File: src/rtl/seg_page_scheduler.sv
// Round-robin pager for a two-digit 7-segment display shared by N_SRC requesters.
// Supports urgent preemption, manual advance and a blank gap between pages. Outputs are registered and active-low.
module seg_page_scheduler #(
  parameter int N_SRC        = 4,
  parameter int HOLD_CYCLES  = 50000000,
  parameter int BLANK_CYCLES = 5000000,
  parameter int CNT_W        = 26
) (
  input  logic                 i_clock,
  input  logic                 i_reset,
  input  logic                 i_enable,
  input  logic [8*N_SRC-1:0]   i_value,
  input  logic [N_SRC-1:0]     i_valid,
  input  logic [N_SRC-1:0]     i_urgent,
  input  logic                 i_next,
  output logic [15:0]          o_SEG,
  output logic [1:0]           o_page,
  output logic                 o_urgent
);

  typedef enum logic [1:0] {IDLE, SHOW, BLANK, URGENT} state_t;

  typedef struct packed {
    logic       found;
    logic [1:0] idx;
  } pick_t;

  localparam logic [CNT_W-1:0] HOLD_LAST  = CNT_W'(HOLD_CYCLES - 1);
  localparam logic [CNT_W-1:0] BLANK_LAST = CNT_W'(BLANK_CYCLES - 1);
  localparam logic [6:0]       DASH       = 7'b0111111;

  state_t           state, state_nxt;
  logic [1:0]       page, page_nxt;
  logic [CNT_W-1:0] cnt, cnt_nxt;
  logic [15:0]      seg_nxt;
  logic [7:0]       cur_value;
  logic             cur_valid;
  pick_t            adv_pick, blk_pick, low_pick, urg_pick;

  function automatic logic [1:0] wrap_inc(input logic [1:0] p);
    logic [2:0] s;
    s = {1'b0, p} + 3'd1;
    if (s >= 3'(N_SRC)) s = 3'd0;
    return s[1:0];
  endfunction

  // Rotate the mask so that 'start' lands on bit 0, then take the lowest set bit.
  function automatic pick_t first_from(input logic [N_SRC-1:0] mask, input logic [1:0] start);
    logic [2*N_SRC-1:0] dbl;
    logic [N_SRC-1:0]   rot;
    logic [1:0]         off;
    logic [2:0]         sum;
    pick_t              r;
    dbl     = {mask, mask};
    rot     = N_SRC'(dbl >> start);
    off     = 2'd0;
    r.found = 1'b0;
    for (int j = N_SRC - 1; j >= 0; j--) begin
      if (rot[j]) begin
        r.found = 1'b1;
        off     = 2'(j);
      end
    end
    sum = {1'b0, start} + {1'b0, off};
    if (sum >= 3'(N_SRC)) sum = sum - 3'(N_SRC);
    r.idx = sum[1:0];
    return r;
  endfunction

  function automatic logic [6:0] seg7(input logic [3:0] d);
    case (d)
      4'd0:    return 7'b1000000;
      4'd1:    return 7'b1111001;
      4'd2:    return 7'b0100100;
      4'd3:    return 7'b0110000;
      4'd4:    return 7'b0011001;
      4'd5:    return 7'b0010010;
      4'd6:    return 7'b0000010;
      4'd7:    return 7'b1111000;
      4'd8:    return 7'b0000000;
      4'd9:    return 7'b0010000;
      default: return 7'b1111111;
    endcase
  endfunction

  function automatic logic [15:0] page_word(input logic [7:0] v, input logic [1:0] p);
    logic [7:0] tens, units;
    tens  = v / 8'd10;
    units = v - tens * 8'd10;
    if (v > 8'd99) return {~p[1], DASH, ~p[0], DASH};
    return {~p[1], seg7(tens[3:0]), ~p[0], seg7(units[3:0])};
  endfunction

  assign cur_value = 8'(i_value >> {page, 3'b000});
  assign cur_valid = |(i_valid & (N_SRC'(1) << page));
  assign adv_pick  = first_from(i_valid, wrap_inc(page));
  assign blk_pick  = first_from(i_valid, page);
  assign low_pick  = first_from(i_valid, 2'd0);
  assign urg_pick  = first_from(i_urgent, 2'd0);

  // NOTE: every signal driven here gets a default first so no path can infer a latch.
  always_comb begin
    state_nxt = state;
    page_nxt  = page;
    cnt_nxt   = cnt;
    if (!i_enable) begin
      state_nxt = IDLE;
      cnt_nxt   = '0;
    end else if (urg_pick.found) begin
      state_nxt = URGENT;
      page_nxt  = urg_pick.idx;
      cnt_nxt   = '0;
    end else begin
      case (state)
        IDLE: begin
          cnt_nxt = '0;
          if (low_pick.found) begin
            state_nxt = SHOW;
            page_nxt  = low_pick.idx;
          end
        end
        SHOW: begin
          cnt_nxt = cnt + CNT_W'(1);
          if (!low_pick.found) begin
            state_nxt = IDLE;
            cnt_nxt   = '0;
          end else if (!cur_valid) begin
            state_nxt = BLANK;
            page_nxt  = adv_pick.idx;
            cnt_nxt   = '0;
          end else if (cnt == HOLD_LAST || i_next) begin
            // A lone valid page restarts its hold without a blank gap.
            cnt_nxt = '0;
            if (adv_pick.idx != page) begin
              state_nxt = BLANK;
              page_nxt  = adv_pick.idx;
            end
          end
        end
        BLANK: begin
          cnt_nxt = cnt + CNT_W'(1);
          if (cnt == BLANK_LAST) begin
            cnt_nxt   = '0;
            state_nxt = blk_pick.found ? SHOW : IDLE;
            if (blk_pick.found) page_nxt = blk_pick.idx;
          end
        end
        URGENT: begin
          state_nxt = BLANK;
          cnt_nxt   = '0;
          if (adv_pick.found) page_nxt = adv_pick.idx;
        end
        default: state_nxt = IDLE;
      endcase
    end
  end

  always_comb begin
    seg_nxt = 16'hFFFF;
    if (i_enable) begin
      case (state)
        SHOW, URGENT: seg_nxt = page_word(cur_value, page);
        IDLE:         if (!low_pick.found) seg_nxt = 16'hBFBF;
        default:      seg_nxt = 16'hFFFF;
      endcase
    end
  end

  // NOTE: sequential state uses non-blocking assignments so all registers update together.
  always_ff @(posedge i_clock) begin
    if (i_reset) begin
      state    <= IDLE;
      page     <= 2'd0;
      cnt      <= '0;
      o_SEG    <= 16'hFFFF;
      o_page   <= 2'd0;
      o_urgent <= 1'b0;
    end else begin
      state    <= state_nxt;
      page     <= page_nxt;
      cnt      <= cnt_nxt;
      o_SEG    <= seg_nxt;
      o_page   <= page;
      o_urgent <= (state == URGENT);
    end
  end

endmodule

File: config.mk
export PLATFORM = sky130hd
export DESIGN_NAME = seg_page_scheduler
export DESIGN_NICKNAME = d
export VERILOG_FILES = /design/src/rtl/seg_page_scheduler.sv
export SDC_FILE = /design/constraint.sdc
export NUM_CORES = 1
export LEC_CHECK = 0
export CORE_UTILIZATION = 48
export CTS_CLUSTER_SIZE = 24
export DETAILED_ROUTE_END_ITERATION = 12
export GPL_ROUTABILITY_DRIVEN = 0
export PLACE_DENSITY = 0.77
export SYNTH_ARGS = -nofsm -noshare
export SYNTH_HDL_FRONTEND = slang
export SYNTH_SLANG_ARGS = --single-unit
File: constraint.sdc
create_clock -name i_clock -period 5.85 [get_ports i_clock]
set_clock_uncertainty 0.1 [all_clocks]
set_input_delay 1.4625 -clock i_clock [delete_from_list [all_inputs] [get_ports i_clock]]
set_output_delay 1.4625 -clock i_clock [all_outputs]
set_load 0.1 [all_outputs]
After elaboration in Yosys (flattened, before gate mapping)
Memories as Yosys holds them, arrays and structs flattened.
Index checks and enable logic that the tools add are counted.

storage, ports and cells
  register bits after elaboration = 49
  ROM bits = 224
  input bits = 44
  output and inout port bits = 19
  logic and storage cells = 125
  memories kept = 2

memory list
  memory           words  width  read ports  clocked after Yosys merged registers in  write ports  RTL line  text
  (no name shown)  16     7      1           0                                        0            71        case (d)
  (no name shown)  16     7      1           0                                        0            71

operators by class
  add/sub/neg operators = 9
  $mul = 1
  div/mod/pow operators = 1
  magnitude comparators = 6
  equal/unequal tests = 15
  shift-type cells = 4
  muxes and demuxes = 68
  bitwise gates (word level) = 4
  reduce and logical (&&, ||, !) cells = 9

operator list
  cell                   count
  $mux 26                4
  $pmux 26 s3            1
  $mux 2                 37
  $mux 16                2
  $pmux 16 s2            1
  $shr 32x5->8           1
  $add 26x1->26 const B  1
  $eq 26x23->1 const B   1
  $eq 26x26->1 const B   1
  $mux 1                 20
  $pmux 2 s4             2
  $shr 8x2->4            2
  $mux 15                1
  $ne 3x3->1 const B     5
  $ne 5x5->1 const B     2
  $ge 3x3->1 const B     3
  $div 8x4->8 const B    1
  $gt 8x7->1 const B     1
  $mul 8x3->3 const B    1
  $ne 4x4->1 const B     2
  $reduce_and 8->1       1
  $sub 2x1->2 const B    4
  $add 2x2->3            2
  $ge 2x3->1 const B     2
  other kinds (14)       19

Depth between registers and ports, before layout
  depth in word-level cells = 18
  depth in mapped cells = 18
  gate-level depth less buffers = 16

Worst setup path after synthesis
OpenSTA, ideal clock, no wires.

  path kind = in2reg
  from = input i_value[30]
  to = register o_SEG[5]
  library setup time = 0.087 ns
  data arrival time = 5.378 ns
  required time = 5.663 ns
  path slack = 0.285 ns
  stages = 17
  path buffers = 2
  path through = mux4_2 > clkbuf_1 > or4b_1 > o211ai_1 > a221oi_1 > o21ai_0 > inv_1 > ha_1 > nand2_1 > a21oi_1 > inv_1 > ha_1 > fa_1 > xnor2_1 > buf_2 > nor3_1 > o31ai_1

between the ends
  longest elaborated chain between the ends = 7
  elaborated cells between the ends (all ways) = 11
  those cells by class = add/sub (1); mul (1); div (1); order compare (1); shift (1); mux (5); memory (1)

RTL lines
  item                                       RTL line  text
  from (decl)                                12        input logic [8*N_SRC-1:0] i_value,
  $shr 32x5->8 *                             94        assign cur_value = 8'(i_value >> {page, 3'b000});
  $div 8x4->8 or $gt 8x7->1 (tied branches)  88, 90
  $mul 8x3->3 or $mux 1 (tied branches)      89, 90
  $sub 4x4->4 or $mux 1 (tied branches)      89, 161
  $mem_v2 16x7 or $mux 1 (tied branches)     n/a
  $mux 16 *                                  91        return {~p[1], seg7(tens[3:0]), ~p[0], seg7(units[3:0])};
  $pmux 16 s2 *                              161       case (state)
  to (signal assigned)                       182       o_SEG <= seg_nxt;
  to (decl)                                  16        output logic [15:0] o_SEG,

Mark *: on every way between the ends. The rest lies on a longest branch, timed or not. The select of a mux whose other input is x is not followed.
A chain may end at the register's enable or synchronous reset.

Final worst setup path
  from = input i_value[27]
  to = register o_SEG[5]

Same word-level chain as after synthesis.

==> run summary <==
Buf/Inv on CP = 4
largest net degree at the start of global routing = 27
CTS root buf = clkbuf_8
initial antenna violation count = 0
num ports = 63
Worst-Margin Slew = 0.972 ns
register bit total from synthesis = 49
DP Area = 4180 µm²
reg2reg start = page[1]$_SDFFE_PP0P_
first-pass GRT wire length = 13200 µm
setup TNS = 0 ns
Initial Util = 50.5%
cts bufs inserted = 5
hpwl dp = 5940 µm
max-cap violations = 0
Max Freq = 189 MHz
Post-Syn Area = 3490 µm²
layout overhead on the synthesized area = 22.8%
critical path cell sequence = clkdlybuf4s50_1 > mux4_2 > or4b_1 > o211ai_1 > a221oi_1 > o21ai_0 > inv_1 > ha_1 > nand2_1 > a21oi_1 > inv_1 > ha_1 > fa_1 > xnor2_1 > buf_4 > and3_4 > o31ai_1
crit-path max cell delay = 0.56 ns
Top FF cell, synth = dfxtp_1
post-cts resize count = 0
relative slew slack = 35.0%
H-tree depth = 2
buffers from clock root to sink, at most = 2
Max Slew Vio Count = 0
Pre-antenna DRT Iters = 4
Final period util = 90.4%
Post-synth EDFFs = 0
HP Start = cnt[0]$_SDFF_PP0_
final net count = 542
die area = 7610 µm²
Synth Warn # = 0
Syn Inst Count = 421
Skew-Pair Late Insertion Delay = 0.30 ns
drt wl/cell = 13.7 µm
gr usage total = 21.6%
post-synth cell types = 63
worst-path fanout max = 12
DR vias = 3216
Routed WL = 7860 µm
number of fill cells = 646
Worst Path Arrival = 5.41 ns
clock period minus worst slack = 5.29 ns
Vias/cell = 5.62
critical path type = primary input to flip-flop
Seq/Total Area, Yosys = 28.1%
Power Density = 227 nW/µm²
Worst Setup End Kind = flip-flop
clock-pin slew on the worst setup and hold paths = 0.09 ns
DRC violation count after routing = 0
PnR Total Power = 0.974 mW
port bufs = 62
Die Y = 87.2 µm
CTS tree = done
Diodes inserted = 0
post-route cell area = 4280 µm²
Core Box Area = 6910 µm²
# setup viols final = 0
async set or reset register ratio after synthesis = 0%
average cell area after synthesis = 8.28 µm²
Peak VDD IR = 0.143 mV
Static Leakage = 1.54 nW
CP max stage cell = or4b_1
post-cts hold buffer count = 0
Hold Fails Final Rpt = 0
Critical Path RT = 5.97 ns
vias in the first global route = 2921
status = finished clean
final core occ = 62.0%
Syn Nets = 488
CP startpoint = i_value[27]
postcts setup bufs = 0
worst hold path type = flip-flop to flip-flop
Iter 0 DRT Violations = 161
unrepaired setup endpoints after global routing = false
ANT nets after route = 0
Clock Sinks = 49
Worst setup SP type = primary input
Crit path max-delay family = adder cells
Die W = 87.2 µm
Rows = 30
remaining global-route overflow = 0
fraction of layout cells with a size suffix above 1 = 7.14%
-- registers in the layout, indices dropped and copies added, names as in the netlist --
name and count:
o_urgent 1, o_SEG 16, cnt 26, state 2, o_page 2, page 2
-- report_power, final --
group	switching (mW)	internal, mW	leakage, nW
sequential	0.00621	0.338	0.397
combinational	0.228	0.185	1.09
clock	0.110	0.107	0.0542
-- worst reg2reg max path, cell delays in order (launching register included) --
cell and delay [ns]:
dfxtp_1 0.80, mux4_2 0.50, clkinv_1 0.18, a2111oi_0 0.45
a221oi_1 0.08, o21ai_0 0.13, inv_1 0.13, ha_1 0.31
nand2_1 0.08, a21oi_1 0.19, inv_1 0.11, ha_1 0.20
fa_1 0.41, xnor2_1 0.14, buf_4 0.18, and3_4 0.19
o31ai_1 0.22
-- per-stage QoR --
stage / hold WS (ns) / std cells / setup WS [ns]
final: 0.379 / 572 / 0.560
after global placement: 0.346 / 564 / 0.337
after floorplan: 0.330 / 421 / 0.285
after global routing: 0.399 / 572 / 0.216
after detailed placement: 0.360 / 564 / 0.240
after CTS: 0.383 / 572 / 0.549
-- path summary, 6_finish.rpt --
kind / slack [ns] / end / cells past startpoint
worst max-delay path: 0.56 / o_SEG[5]$_SDFF_PP1_ / 17
worst min-delay path: 0.38 / cnt[0]$_SDFF_PP0_ / 1
worst max register to register: 1.37 / o_SEG[5]$_SDFF_PP1_ / 16
worst min register to register: 0.38 / cnt[0]$_SDFF_PP0_ / 1
-- per-layer routing --
layer	wire [µm]	track usage [%]	part of all wire (%)	up-vias
met2	3840	37.4	49	86
li1	-	-	-	1601
met5	0	0	0	-
met4	84	6.11	1.1	0
met1	3610	27.3	46	1516
met3	318	4.08	4.0	13
-- cell usage after synthesis (all sizes together) (3+ instances only) --
master	n	area, µm²
nand3	15	75.1
mux2	4	45.0
nor2b	9	63.8
a21oi	21	105
nand2b	8	50.1
nor3b	5	42.5
a211oi	4	30.0
o211ai	4	30.0
a2111oi	4	53.8
ha	22	275
clkbuf	17	65.1
or2	3	18.8
o21ai	15	75.1
o31ai	5	37.5
nor4	8	50.1
nor2	61	229
xnor2	21	184
nand4	5	31.3
buf	6	42.5
and3	4	30.0
mux4	7	158
nor4b	3	26.3
dfxtp	49	981
nor3	15	75.1
xor2	15	131
inv	18	67.6
o21bai	3	22.5
nand2	27	101
a221oi	3	26.3
and2	3	18.8
mux2i	3	30.0
-- cell type report --
class	instances	area (µm²)	share of cell area, %
Clock buffer	7	96.3	2.25
Clock inverter	1	5.00	0.117
Inverter	19	71.3	1.67
Multi-Input combinational cell	330	2330	54.4
Sequential cell	49	981	22.9
Tap cell	96	120	2.81
Timing Repair Buffer	70	681	15.9
-- placed cells by master (no fill, tap or decap), types with 4 or more instances in the layout --
cell type        Yosys  final
mux2_2               4      4
clkbuf_8             0      7
ha_1                22     22
o211ai_1             4      4
xor2_1              15     15
a211oi_1             4      4
o31ai_1              5      5
nand3_1             15     15
mux4_2               7      7
o21ai_0             15     15
nand2b_1             8      8
xnor2_1             21     21
nor2_1              61     61
nor2b_1              8      8
clkdlybuf4s50_1      0     62
a21oi_1             21     21
buf_4                0      8
nand4_1              5      5
nor3b_1              4      4
nor3_1              15     15
dfxtp_1             49     49
nand2_1             27     27
inv_1               18     18
nor4_1               8      8
-- kinds of logic after synthesis --
kind of cell / synth area share, %
AOI/OAI and AO/OA: 15.7
xor gates and xnor gates: 9.69
adders and majority gates: 8.47
buffers and inverters: 5.13
DFF: 28.1
muxes: 6.67
and+or+nand+nor: 26.2
No activity file was read; power rests on OpenSTA's default activity.
